==> config.mk <==
export PLATFORM = sky130hd
export DESIGN_NAME = minesweeper_board
export DESIGN_NICKNAME = d
export VERILOG_FILES = /design/src/rtl/minesweeper_board.sv
export SDC_FILE = /design/constraint.sdc
export NUM_CORES = 2
export LEC_CHECK = 0
export CORE_ASPECT_RATIO = 0.7
export CORE_MARGIN = 3
export CORE_UTILIZATION = 63
export DETAILED_ROUTE_END_ITERATION = 10
export MAX_ROUTING_LAYER = met4
export PLACE_DENSITY = 0.91
export SLEW_MARGIN = 0
export SYNTH_ARGS = -nofsm -noshare
export SYNTH_HDL_FRONTEND = slang
export SYNTH_SLANG_ARGS = --single-unit
==> constraint.sdc <==
create_clock -name board_clk -period 70 [get_ports board_clk]
set_input_delay 17.5 -clock board_clk [delete_from_list [all_inputs] [get_ports board_clk]]
set_output_delay 17.5 -clock board_clk [all_outputs]
set_load 0.02 [all_outputs]
==> src/rtl/minesweeper_board.sv <==
// Minesweeper board generator: LFSR-driven mine placement that avoids the first-click cell,
// then a one-cell-per-cycle neighbour count pass. The board is readable once is_init is set.
module minesweeper_board #(
  parameter int X_SIZE      = 16,
  parameter int Y_SIZE      = 16,
  parameter int MINE_TARGET = 40
) (
  input  logic        board_clk,
  input  logic        reset,
  input  logic        btnC_Pulse,
  input  logic [3:0]  x_coord,
  input  logic [3:0]  y_coord,
  output logic [4:0]  cell_val,
  output logic [7:0]  num_mines,
  output logic [31:0] rand_o,
  output logic [31:0] seed,
  output logic        is_init
);

  localparam int unsigned CELLS     = 256;
  localparam logic [31:0] LFSR_TAPS = 32'h8020_0003;

  typedef enum logic [1:0] {IDLE, PLACE, COUNT, READY} state_e;

  state_e      state_q, state_d;
  logic [31:0] lfsr_q, lfsr_d;
  logic [31:0] seed_q, seed_d;
  logic [7:0]  click_q, click_d;
  logic [7:0]  num_q, num_d;
  logic [3:0]  cx_q, cx_d;
  logic [3:0]  cy_q, cy_d;
  logic [4:0]  mem_q [CELLS];
  logic        place_we, count_we;
  logic [7:0]  cand, cnt_idx, rd_idx;
  logic [3:0]  nb_cnt;

  assign cand    = lfsr_q[7:0];
  assign cnt_idx = {cy_q, cx_q};
  assign rd_idx  = {y_coord, x_coord};

  // Mine count of the in-range neighbours of the cell being visited in COUNT
  always_comb begin
    int nx;
    int ny;
    nb_cnt = 4'd0;
    nx     = 0;
    ny     = 0;
    for (int dy = -1; dy <= 1; dy++) begin
      for (int dx = -1; dx <= 1; dx++) begin
        nx = int'(cx_q) + dx;
        ny = int'(cy_q) + dy;
        if (!(dx == 0 && dy == 0) && nx >= 0 && nx < X_SIZE && ny >= 0 && ny < Y_SIZE)
          nb_cnt = nb_cnt + 4'(mem_q[{4'(ny), 4'(nx)}][4]);
      end
    end
  end

  always_comb begin
    state_d  = state_q;
    lfsr_d   = {1'b0, lfsr_q[31:1]} ^ (lfsr_q[0] ? LFSR_TAPS : 32'd0);
    seed_d   = seed_q;
    click_d  = click_q;
    num_d    = num_q;
    cx_d     = cx_q;
    cy_d     = cy_q;
    place_we = 1'b0;
    count_we = 1'b0;
    case (state_q)
      IDLE: begin
        if (btnC_Pulse) begin
          seed_d  = lfsr_q;
          click_d = rd_idx;
          state_d = PLACE;
        end
      end
      PLACE: begin
        if (num_q == 8'(MINE_TARGET)) begin
          state_d = COUNT;
          cx_d    = 4'd0;
          cy_d    = 4'd0;
        end else if (int'(cand[3:0]) < X_SIZE && int'(cand[7:4]) < Y_SIZE &&
                     !mem_q[cand][4] && cand != click_q) begin
          place_we = 1'b1;
          num_d    = num_q + 8'd1;
        end
      end
      COUNT: begin
        count_we = 1'b1;
        if (int'(cx_q) == X_SIZE - 1) begin
          cx_d = 4'd0;
          if (int'(cy_q) == Y_SIZE - 1) state_d = READY;
          else                          cy_d    = cy_q + 4'd1;
        end else begin
          cx_d = cx_q + 4'd1;
        end
      end
      READY:   state_d = READY;
      default: state_d = IDLE;
    endcase
  end

  always_ff @(posedge board_clk or posedge reset) begin
    if (reset) begin
      state_q <= IDLE;
      lfsr_q  <= 32'h0000_0001;
      seed_q  <= 32'd0;
      click_q <= 8'd0;
      num_q   <= 8'd0;
      cx_q    <= 4'd0;
      cy_q    <= 4'd0;
    end else begin
      state_q <= state_d;
      lfsr_q  <= lfsr_d;
      seed_q  <= seed_d;
      click_q <= click_d;
      num_q   <= num_d;
      cx_q    <= cx_d;
      cy_q    <= cy_d;
    end
  end

  // Cell array: mine bits written in PLACE, counts in COUNT
  always_ff @(posedge board_clk or posedge reset) begin
    if (reset) begin
      for (int i = 0; i < int'(CELLS); i++) mem_q[i] <= 5'd0;
    end else begin
      if (place_we) mem_q[cand][4]       <= 1'b1;
      if (count_we) mem_q[cnt_idx][3:0]  <= nb_cnt;
    end
  end

  assign is_init   = (state_q == READY);
  assign num_mines = num_q;
  assign rand_o    = lfsr_q;
  assign seed      = seed_q;
  assign cell_val  = (is_init && int'(x_coord) < X_SIZE && int'(y_coord) < Y_SIZE) ?
                     mem_q[rd_idx] : 5'd0;

endmodule

==> impl_metrics.tcl <==
set metrics [dict create \
    rr_worst_depth 34 \
    synth_ff_type "dfrtp_1" \
    critPathMostFrequentCell "mux4_2" \
    fp.dieW_um 403 \
    skew_ns 0.0771 \
    use_met1_pct 49.5 \
    dieArea_um2 115000 \
    worstSetupPathType "in2out" \
    grt_pass1_vias 52500 \
    required_ns 52.50 \
    max_cap_viol_count 1 \
    synth_top_cell_area_share_pct 49.2 \
    finalHoldViolations 0 \
    htreeDepth 3 \
    setup_violations 0 \
    syn_area_um2 69700 \
    peakVddDrop_v 0.0000230 \
    yosys-top-cells-area "dfrtp_1, mux4_2, nand2_1, o21ai_0, o21ai_2" \
    ys_seq_elements 1370 \
    register_area_um2 34300 \
    synthesis.nets 5673 \
    grt_pass1_wl_um 324000 \
    dr.pass1.iters 8 \
    cts_buffers 120 \
    rsz0062_at_grt "false" \
    multi_input_area_um2 33300 \
    n_fill_cell 6628 \
    cpPeakStageDelay_ns 0.90 \
    gp_congestion 1.02 \
    critPathBufInv 4 \
    cts_sinks 1370 \
    met3_usage_pct 19.5 \
    post_drt_wl_per_cell_um 30.1 \
    ctsRootBufferMaster "clkbuf_16" \
    grt_use_total_pct 38.3 \
    fin_cells 7006 \
    synthMuxAreaShare_pct 26.1 \
    tns_ns 0 \
    synth.distinct_cells 68 \
    hold_path_startpoint "rand_o[25]$_DFF_PP0_" \
    drtIter0Drc 9251 \
    num_vias 52300 \
    yosysTopAreaCell "dfrtp_1" \
    cts_resized 0 \
    hold_path_class "reg2reg" \
    reg2reg_from "cx_q[0]$_DFFE_PP0P_" \
    synth-seq-area-share_pct 49.2 \
    tightest_slew_ns 1.70 \
    violations "capacitance limit, slew limit" \
    p_per_area_nw_per_um2 20.8 \
    yosys_warnings 0 \
    grt_busiest_layer "met2" \
    avgSynthCellArea_um2 12.4 \
    initial_core_util_pct 63.9 \
    cp_top_family "buffers and inverters" \
    placed_cells 6772 \
    grt_remaining_overflow 0 \
    period_needed_ns 40.58 \
    post-cts-setup-buffers 0 \
    drc_errors 0 \
    path_cells "buf_8 -> buf_12 -> buf_4 -> mux4_2 -> mux4_2 -> mux4_2 -> mux4_2 -> and2_1 -> clkdlybuf4s50_1" \
    maxSlewViolCount 3 \
    dp_hpwl_um 132000 \
    yosys.area_share.adder_pct 0.553 \
    pin_count 89 \
    worstSkewPairLatency_ns 0.79 \
    reg2reg_setup_slack_ns 56.32 \
    async_flop_share_pct 100 \
    die_h_um 284 \
    power.leakage_nw 31.8 \
    ant_nets 0 \
    min_period_over_period_pct 58.0 \
    final_nets 5493 \
    synth-compound-area-share_pct 11.8 \
    critPathMaxFanout 127 \
    rr_endpoint "mem_q[743]$_DFFE_PP0P_" \
    synth_top_family_by_area "multiplexers" \
    final_common_cell "dfrtp_1" \
    cts_hold_buf 0 \
    rows 101 \
    core_area_um2 109000 \
    clockBufferDepth 3 \
    wl_um 211000 \
    start_kind "input port" \
    worstSetupEndpointType "primary output" \
    synthXorXnorAreaFrac_pct 0.474 \
    layout-drive-gt1-share_pct 25.5 \
    slew_headroom_pct -14.8 \
    whs_path_depth 0 \
    clk_pin_slew_worst_paths_ns 0.06 \
    synth-edff-count 0 \
    cpMaxStageDelayCell "buf_4" \
    tritoncts "built" \
    fmaxAchievable_ghz 0.0246 \
    mostFrequentLayoutCells "dfrtp_1, nand2_1, o21ai_0, mux4_2, o21ai_2" \
    cp_data_arrival_time_ns 23.08 \
    grt_max_degree 230 \
    port_buffers 88 \
    use_met2_pct 51.3 \
    status "finished, violations left" \
    netlist_instances 5632 \
    area_growth_pct 8.02 \
    antenna_found_initial 3 \
    hold-path-endpoint "rand_o[24]$_DFF_PP0_" \
    routed_via_density 7.46 \
    synth-simple-area-share_pct 8.68 \
]
metrics by stage:
step / utilization (%) / setup WS (ns) / cell area [um2] / total power (W) / hold WS (ns)
after floorplan: - / 13.88 / 69700 / 0.000851 / 0.370
after global routing: 69.0 / 29.04 / 75200 / 0.00160 / 0.413
after detailed placement: 65.1 / 29.34 / 71000 / 0.000862 / 0.385
after CTS: 69.0 / 29.34 / 75200 / 0.00156 / 0.395
after global placement: 65.1 / 29.51 / 71000 / 0.000860 / 0.375
final: 69.0 / 29.42 / 75300 / 0.00156 / 0.395
synthesized netlist by cell type (all sizes together) (2+ instances only):
master / number
dfrtp: 1369
nand2: 1290
o21ai: 987
mux4: 737
clkbuf: 277
buf: 180
a31o: 112
mux2: 96
a21o: 80
o21bai: 65
and2: 53
mux2i: 53
nor2: 40
a21oi: 34
ha: 30
a211oi: 29
nor2b: 25
and3: 21
inv: 20
xnor2: 18
xor2: 18
nand3: 17
nor3: 16
a31oi: 10
nand4: 8
nand2b: 6
a21boi: 5
and4: 4
nor4: 4
nor3b: 3
o21a: 3
o22ai: 3
or2: 2
or3: 2
how the worst max path moves through the flow:
| stage | cells past startpoint | slack, ns | endpoint | start |
|---|---|---|---|---|
| global route | 9 | 29.04 | cell_val[0] | x_coord[0] |
| CTS | 9 | 29.34 | cell_val[0] | x_coord[0] |
| finish | 9 | 29.42 | cell_val[0] | x_coord[0] |
| detailed placement | 9 | 29.34 | cell_val[0] | x_coord[0] |
| floorplan | 1 | 13.88 | click_q[0]$_DFFE_PP0P_ | reset |
| global placement | 9 | 29.51 | cell_val[0] | x_coord[0] |
sequential cells by signal, indices dropped and copies added (netlist names):
signal	cells
state_q	2
click_q	8
rand_o	32
cy_q	4
num_mines	8
mem_q	1280
seed	32
cx_q	4
where the power goes:
group	internal (W)	switching, W	leakage [nW]
Combinational	0.0000154	0.0000361	10.7
Clock	0.000398	0.000320	2.03
Sequential	0.000793	0.00000237	19.1
per-layer routing:
metal	routed length (um)	up-vias
met5	0	-
met4	11300	0
met3	39400	1040
met2	89200	4835
met1	71100	26000
li1	-	20400
logic make-up after synthesis:
kind of cell,after synthesis
AO/OA/AOI/OAI,1336
XOR/XNOR,36
adder cells (fa/ha/maj),31
buffers and inverters,478
flip-flops,1370
multiplexers,886
AND/OR/NAND/NOR,1495
layout make-up:
type | count | share of cell area, %
timing repair buffer | 155 | 1.94
antenna | 10 | 0.0332
clock buffer | 160 | 4.48
sequential | 1370 | 45.6
tap | 1442 | 2.40
inverter | 21 | 0.115
multi-input combinational | 3784 | 44.3
clock inverter | 64 | 1.15
No activity file was read; power rests on OpenSTA's default activity.
